`src/rtl/imem_pkg.sv`:
```
// Shared constants and types for the instruction-memory write path.
package imem_pkg;

    localparam int          IMEM_DEPTH    = 32;
    localparam int          IMEM_ADDR_W   = 5;
    localparam logic [31:0] IMEM_OOR_DATA = 32'hFFFFFFFF;

    typedef enum logic [1:0] {
        IDLE,
        LOAD,
        DONE
    } imem_wr_state_t;

endpackage

```
`src/rtl/imem_store.sv`:
```
// Flop array backing the instruction memory: one synchronous write port,
// synchronous clear, and a combinational word-indexed read port.
module imem_store
    import imem_pkg::*;
#(
    parameter int DEPTH  = IMEM_DEPTH,
    parameter int ADDR_W = IMEM_ADDR_W,
    parameter int DATA_W = 32
) (
    input  logic              clk,
    input  logic              reset,
    input  logic              we,
    input  logic [ADDR_W-1:0] waddr,
    input  logic [DATA_W-1:0] wdata,
    input  logic [63:0]       rd_addr,
    output logic [DATA_W-1:0] rd_data
);

    localparam logic [DATA_W-1:0] OOR_DATA = DATA_W'(IMEM_OOR_DATA);

    logic [DATA_W-1:0] mem [DEPTH];

    // Clear every slot on reset, otherwise write one word per enabled cycle.
    always_ff @(posedge clk) begin
        if (reset) begin
            for (int i = 0; i < DEPTH; i++) begin
                mem[i] <= '0;
            end
        end else if (we) begin
            mem[waddr] <= wdata;
        end
    end

    // Full-width range check so aliased high bits never hit a real slot.
    always_comb begin
        rd_data = OOR_DATA;
        if (rd_addr <= 64'(DEPTH - 1)) begin
            rd_data = mem[rd_addr[ADDR_W-1:0]];
        end
    end

endmodule

```
`src/rtl/imem_writer.sv`:
```
// Burst loader for the instruction memory: validates a start request,
// streams words into consecutive slots and reports completion or rejection.
module imem_writer
    import imem_pkg::*;
#(
    parameter int DEPTH  = IMEM_DEPTH,
    parameter int ADDR_W = IMEM_ADDR_W,
    parameter int DATA_W = 32
) (
    input  logic              clk,
    input  logic              reset,
    input  logic              start,
    input  logic [ADDR_W-1:0] base_addr,
    input  logic [ADDR_W:0]   count,
    input  logic              in_valid,
    input  logic [DATA_W-1:0] in_data,
    output logic              in_ready,
    output logic              busy,
    output logic              done,
    output logic              err,
    input  logic [63:0]       rd_addr,
    output logic [DATA_W-1:0] rd_data
);

    imem_wr_state_t    state, state_nx;
    logic [ADDR_W-1:0] wr_ptr;
    logic [ADDR_W:0]   remaining;
    logic              err_q;
    logic [ADDR_W+1:0] burst_end;
    logic              start_ok;
    logic              start_bad;
    logic              hs;

    // Two extra bits so base + count can never wrap before the range check.
    assign burst_end = {2'b00, base_addr} + {1'b0, count};
    assign hs        = in_valid & in_ready;
    assign err       = err_q;

    // State register.
    always_ff @(posedge clk) begin
        if (reset) begin
            state <= IDLE;
        end else begin
            state <= state_nx;
        end
    end

    // Next-state decode and state-derived outputs; in_ready depends on state only.
    always_comb begin
        state_nx  = state;
        start_ok  = 1'b0;
        start_bad = 1'b0;
        in_ready  = 1'b0;
        busy      = 1'b0;
        done      = 1'b0;
        case (state)
            IDLE: begin
                if (start) begin
                    if (count != '0 && burst_end <= (ADDR_W+2)'(DEPTH)) begin
                        start_ok = 1'b1;
                        state_nx = LOAD;
                    end else begin
                        start_bad = 1'b1;
                    end
                end
            end
            LOAD: begin
                in_ready = 1'b1;
                busy     = 1'b1;
                if (in_valid && remaining == (ADDR_W+1)'(1)) begin
                    state_nx = DONE;
                end
            end
            DONE: begin
                done     = 1'b1;
                state_nx = IDLE;
            end
            default: state_nx = IDLE;
        endcase
    end

    // Burst pointer, word counter and registered reject pulse.
    always_ff @(posedge clk) begin
        if (reset) begin
            wr_ptr    <= '0;
            remaining <= '0;
            err_q     <= 1'b0;
        end else begin
            err_q <= start_bad;
            if (start_ok) begin
                wr_ptr    <= base_addr;
                remaining <= count;
            end else if (hs) begin
                wr_ptr    <= wr_ptr + 1'b1;
                remaining <= remaining - 1'b1;
            end
        end
    end

    imem_store #(
        .DEPTH  (DEPTH),
        .ADDR_W (ADDR_W),
        .DATA_W (DATA_W)
    ) u_store (
        .clk     (clk),
        .reset   (reset),
        .we      (hs),
        .waddr   (wr_ptr),
        .wdata   (in_data),
        .rd_addr (rd_addr),
        .rd_data (rd_data)
    );

endmodule

```
`config.mk`:
```
export PLATFORM = sky130hd
export DESIGN_NAME = imem_writer
export DESIGN_NICKNAME = d
export VERILOG_FILES = /design/src/rtl/imem_pkg.sv /design/src/rtl/imem_store.sv /design/src/rtl/imem_writer.sv
export SDC_FILE = /design/constraint.sdc
export NUM_CORES = 1
export LEC_CHECK = 0
export CAP_MARGIN = 5
export CORE_MARGIN = 2
export CORE_UTILIZATION = 40
export DETAILED_ROUTE_END_ITERATION = 8
export SYNTH_ARGS = -nofsm -noshare
export SYNTH_HDL_FRONTEND = slang
export SYNTH_SLANG_ARGS = --single-unit
export TNS_END_PERCENT = 5
```
`constraint.sdc`:
```
create_clock -name clk -period 7.74 [get_ports clk]
set_input_delay 1.548 -clock clk [delete_from_list [all_inputs] [get_ports clk]]
set_output_delay 1.548 -clock clk [all_outputs]
set_load 0.01 [all_outputs]
```
After elaboration in Yosys (flattened, before gate mapping)
Memory sizes are Yosys's and may differ from the RTL's.
Index checks and enable logic that the tools add are counted.
{"block": "word_totals", "n_memories": 1, "regBits": 14, "in_bits": 111, "ram_bits": 1024, "output_inout_bits": 36}
{"block": "classes", "reduce_logical": 8, "bitwise_logic": 3, "mux": 23, "eq_ne": 6, "order_cmp": 2, "add_sub_neg": 3}
{"memory": "u_store.mem", "depth": 32, "width": 32, "rd": 1, "rd_ports_with_merged_regs": 0, "write_ports": 32, "line": "imem_store.sv:21", "source": "logic [DATA_W-1:0] mem [DEPTH];"}
{"operator": "64-bit by 5-bit less-or-equal comparator with 1-bit output (second input constant)", "count": 1}
{"operator": "32-bit two-way mux", "count": 2}
{"operator": "32-bit OR reduction", "count": 1}
{"operator": "5-bit two-way mux", "count": 3}
{"operator": "1-bit two-way mux", "count": 12}
{"operator": "6-bit two-way mux", "count": 2}
{"operator": "5-bit by 6-bit adder with 7-bit output", "count": 1}
{"operator": "7-bit by 6-bit less-or-equal comparator with 1-bit output (second input constant)", "count": 1}
{"operator": "6-bit by 1-bit equality test with 1-bit output (second input constant)", "count": 1}
{"operator": "2-bit two-way mux", "count": 3}
{"operator": "2-bit != test (second input constant)", "count": 3}
{"operator": "6-bit nonzero test", "count": 1}
{"operator": "6-bit by 1-bit subtractor with 6-bit output (second input constant)", "count": 1}
{"operator": "5-bit by 1-bit adder with 5-bit output (second input constant)", "count": 1}
{"operator": "2-bit case mux with 2 select lines", "count": 1}
{"operator": "3-bit AND reduction", "count": 1}
{"operator": "3-bit OR reduction", "count": 1}
{"operator": "2-bit by 1-bit equality test with 1-bit output (second input constant)", "count": 1}
{"operator": "2-bit equality test (second input constant)", "count": 1}
{"operator": "1-bit logical AND", "count": 2}
{"operator": "2-bit zero test", "count": 1}
{"operator": "1-bit NOT", "count": 2}
{"operator": "2-bit nonzero test", "count": 1}
{"operator": "1-bit bitwise AND", "count": 1}

Depth between registers and ports, before layout
Gate-level depths: netlist (run 1).
{"block": "depth", "ltp_word": 8, "ltp_mapped": 8, "mapped_depth_nobuf": 7}

Hierarchy
From an unflattened synthesis (run 1), not the netlist that was laid out.
{"block": "unflattened", "cells_unflattened": 3304, "area_unflattened_um2": 48188.7}
{"mod": "imem_store", "n_inst": 1, "area_per_inst_um2": 47142.7, "seq_area_each_um2": 30749.5, "cells_per_inst": 3187}
{"mod": "imem_writer", "n_inst": 1, "area_per_inst_um2": 1046.0, "seq_area_each_um2": 280.3, "cells_per_inst": 117}

Least setup slack after synthesis (run 1)
No wires, ideal clock.
{"block": "synth_timing", "path_kind": "input port to flip-flop", "from": "input in_valid", "to": "memory u_store.mem[23][0], enable pin", "path_stages": 5, "t_arrival_ps": 4622, "path_buffers": 1, "path_slack_ps": 2653, "setup_ps": 466, "t_required_ps": 7274, "path_cell_list": "nand3b_1 nor2_1 nand2_1 clkbuf_1 o21ai_0"}
{"item": "start, declared", "line": "imem_writer.sv:15", "source": "input logic in_valid,"}
{"item": "end, declared", "line": "imem_store.sv:21"}

Worst setup path after layout (run 1)
{"block": "layout_timing", "from": "input rd_addr[56]", "to": "output rd_data[8]"}
{"block": "layout_between", "elab_chain_len": 2}
{"item": "start, declared", "line": "imem_writer.sv:21", "source": "input logic [63:0] rd_addr,"}
{"item": "64-bit by 5-bit less-or-equal comparator with 1-bit output", "line": "imem_store.sv:37", "source": "if (rd_addr <= 64'(DEPTH - 1)) begin"}
{"item": "32-bit two-way mux", "line": "imem_store.sv:37"}
{"item": "end, declared", "line": "imem_writer.sv:22", "source": "output logic [DATA_W-1:0] rd_data"}
No other way between the ends.

==> results of run 1 <==
-- power by group through the flow --
stage          Combinational (mW)  Clock [mW]  Sequential [mW]
2_1_floorplan               0.514           0             6.52
3_3_place_gp                0.895           0             6.52
3_5_place_dp                0.907           0             6.53
4_1_cts                     0.909        4.93             6.41
5_1_grt                     0.942        5.15             6.43
6_report                    0.899        4.86             6.41
-- per-layer routing --
layer  vias to the layer above  part of all wire (%)  global-route usage, %
li1                      10931                     -                      -
met1                     13874                    37                  28.16
met2                      1151                    52                  39.74
met3                       237                   7.9                  3.468
met4                         4                   3.2                  7.925
met5                         -                 0.016                      0
-- logic make-up after synthesis --
group | synth area share [%]
compound gates | 1.500
xor+xnor | 0.1666
fa+ha+maj | 0.3332
buf+inv | 2.505
flops | 65.59
mux | 15.25
simple gates | 14.65
-- worst reg2reg max path: cells and delay by family, from the launching register on --
kind                   cells  cell delay [ns]
DFF                        1             0.33
buffers and inverters      2             0.85
and+or+nand+nor            5             2.03
-- stage by stage --
step	power (mW)	std cells
global placement	7.410	4385
global route	12.52	4577
detailed placement	7.438	4385
CTS	12.25	4575
finish	12.18	4581
floorplan	7.033	2902
-- synth_stat cells (all sizes together) (5+ instances only) --
library cell | count | area share, %
o21ai | 34 | 0.36
ha | 11 | 0.29
o22a | 32 | 0.59
buf | 48 | 0.53
nand4 | 5 | 0.066
edfxtp | 1024 | 65
clkbuf | 242 | 1.9
xor2 | 6 | 0.11
and2 | 1025 | 14
nand2 | 13 | 0.10
a211oi | 10 | 0.16
mux4 | 320 | 15
a21oi | 5 | 0.053
dfxtp | 14 | 0.59
nor4 | 16 | 0.21
nor2 | 38 | 0.30
inv | 7 | 0.056
a2111oi | 9 | 0.17
-- registers in the layout (all words and copies together), names as in the netlist --
signal       cells
err              1
remaining        6
state            2
u_store.mem   1024
wr_ptr           5
-- final cells by class --
class | count | area share (%)
Clock buffer | 131 | 5.125
Antenna cell | 6 | 0.02780
Sequential cell | 1038 | 57.46
Clock inverter | 59 | 0.8341
Multi-Input combinational cell | 1567 | 28.78
Inverter | 7 | 0.04866
Tap cell | 1536 | 3.559
Timing Repair Buffer | 237 | 4.166
-- worst min path at each step --
| stage | endpoint | cells past startpoint |
|---|---|---|
| after CTS | remaining[1]$_SDFFE_PP0P_ | 2 |
| final | remaining[1]$_SDFFE_PP0P_ | 2 |
| after global routing | remaining[1]$_SDFFE_PP0P_ | 2 |
| after global placement | remaining[4]$_SDFFE_PP0P_ | 2 |
| after detailed placement | remaining[1]$_SDFFE_PP0P_ | 2 |
| after floorplan | remaining[1]$_SDFFE_PP0P_ | 2 |
==> results by group, run 1 <==
Min path
  – Hold/Removal Path Class: reg -> reg
  – Worst Min Path Start: remaining[1]$_SDFFE_PP0P_

Worst setup path
  – Crit path capture type: primary output
  – Startpoint Class: input port
  – Reg2Reg Setup Slack: 4.37 ns
  – Critical Path Slowest Stage Cell: nor4_1
  – Buf/Inv on CP: 4
  – Arr. time, crit path: 5.64 ns
  – Worst EP required: 6.19 ns
  – Delay-heaviest family, CP: simple AND/OR/NAND/NOR gates
  – R2R depth: 7
  – CP Cell Sequence: clkdlybuf4s50_1, nor4_1, nand4_1, nor4_1, buf_4, nand2_1, buf_4, o22a_1, clkdlybuf4s50_1
  – Crit. path cell count: 9
  – Reg2reg end: u_store.mem[3][10]$_SDFFCE_PN0P_
  – CP Class: in -> out
  – RR Startpoint: state[1]$_SDFFE_PP0P_
  – Crit-path max cell delay: 1.12 ns
  – End of the critical path: rd_data[8]
  – Setup crit start: rd_addr[56]
  – Crit-path max FO: 13

Global route
  – Global Route Usage Sum: 22.53%
  – Largest net degree at the start of global routing: 96
  – GRT overflow: 0
  – First-pass GRT wire length: 195.5 mm
  – Vias in the first global route: 27,773
  – Initial antenna violation count: 11

Synthesis
  – Post-synth top flop: edfxtp_1
  – Synthesized instance count: 2,902
  – Distinct cells, synth: 46
  – Async SR Flop Fraction: 0%
  – Mapped Avg Cell Area: 16.30 um2
  – Syn nets: 3,025
  – Syn. warnings: 0
  – Mapped Area: 47,310 um2
  – Register bit total from synthesis: 1,038
  – Number of enable flip-flop cells after synthesis: 1,024
  – Sequential share of the synthesized area: 65.59%

Finish
  – NumNets Final: 3,078
  – Fillcell total: 9,986
  – Area delta synth->final: 14.14%
  – Share of cells above drive strength 1: 20.57%
  – FF/Latch Area: 31,030 um2
  – Most common cell after layout, fill and taps aside: and2_1
  – Multi-input logic area: 15,540 um2
  – Most frequent cells in the layout: 1,025 x and2_1, 1,024 x edfxtp_1, 320 x mux4_2
  – Design area: 54,000 um2
  – Post-layout util: 45.91%

Routing
  – Remaining DRCs: 0
  – Vias/cell: 5.719
  – DR WL/cell: 29.65 um
  – WL final: 135.8 mm
  – DRT Pass-1 Iters: 5
  – Routed via count: 26,197
  – Initial detailed-routing violation count: 2,774
  – Number of routed nets with antenna violations: 0

Timing
  – FMAX: 139.0 MHz
  – Final hold vios: 0
  – Setup Viol. Count Final: 0
  – Worst Setup Slack, final: 0.5475 ns
  – Max Slew Vio Count: 0
  – Tcrit/Tclk final: 92.93%
  – Slew @ Worst Pin: 1.312 ns
  – Relative slew slack: 11.75%
  – Hold_ws: 0.6161 ns
  – RSZ-0062 raised after global routing: false
  – Fin crit period: 7.192 ns
  – Layout Skew: 0.02541 ns
  – Final setup TNS: 0 ns

Power
  – Switching Fraction: 22.58%
  – Clk pwr share: 40.0%
  – Static Leak: 19.01 nW
  – Sequential share of power: 52.7%
  – Power density cells: 225.5 nW/um2
  – Net Switching: 2.749 mW
  – Power Internal: 9.427 mW
  – Combinational share of power: 7.4%
  – Peak supply drop: 0.2314 mV

Clock network
  – CTS tree: yes
  – Root buffer cell: clkbuf_16
  – Later-pin clock latency in the skew report: 0.68 ns
  – Cts bufs inserted: 104
  – # resized after CTS: 0
  – Clk buf depth: 3
  – Clock sinks: 1,038
  – Setup Fix Bufs, Post-CTS: 0
  – Worst-path clk slew: 0.06 ns
  – CTS Hold Bufs: 0
  – H-Tree Depth: 3

Floorplanning
  – Die area: 121,000 um2
  – Cell row count: 126
  – Die X-Extent: 347.9 um
  – Ports: 147
  – Core Area: 117,600 um2
  – Die height: 347.9 um
  – Starting density of the core: 40.23%

Placement
  – Placement Setup Slack: 0.5842 ns
  – Gp weighted congestion: 0.8039
  – HPWL after DPL: 79.09 mm
  – Port Buffer Count: 146
  – DP Area: 50,770 um2

Flow run
  – Max Cap Viol: 0

Run status
  – Status: finished, final reports clean
Note: power is estimated with default switching activity, not from simulation.
==> run 2: changes to the inputs <==
- SETUP_SLACK_MARGIN: default -> 0.02
==> results of run 2 <==
The final DEF is identical to that of run 1; final timing and power are the same.
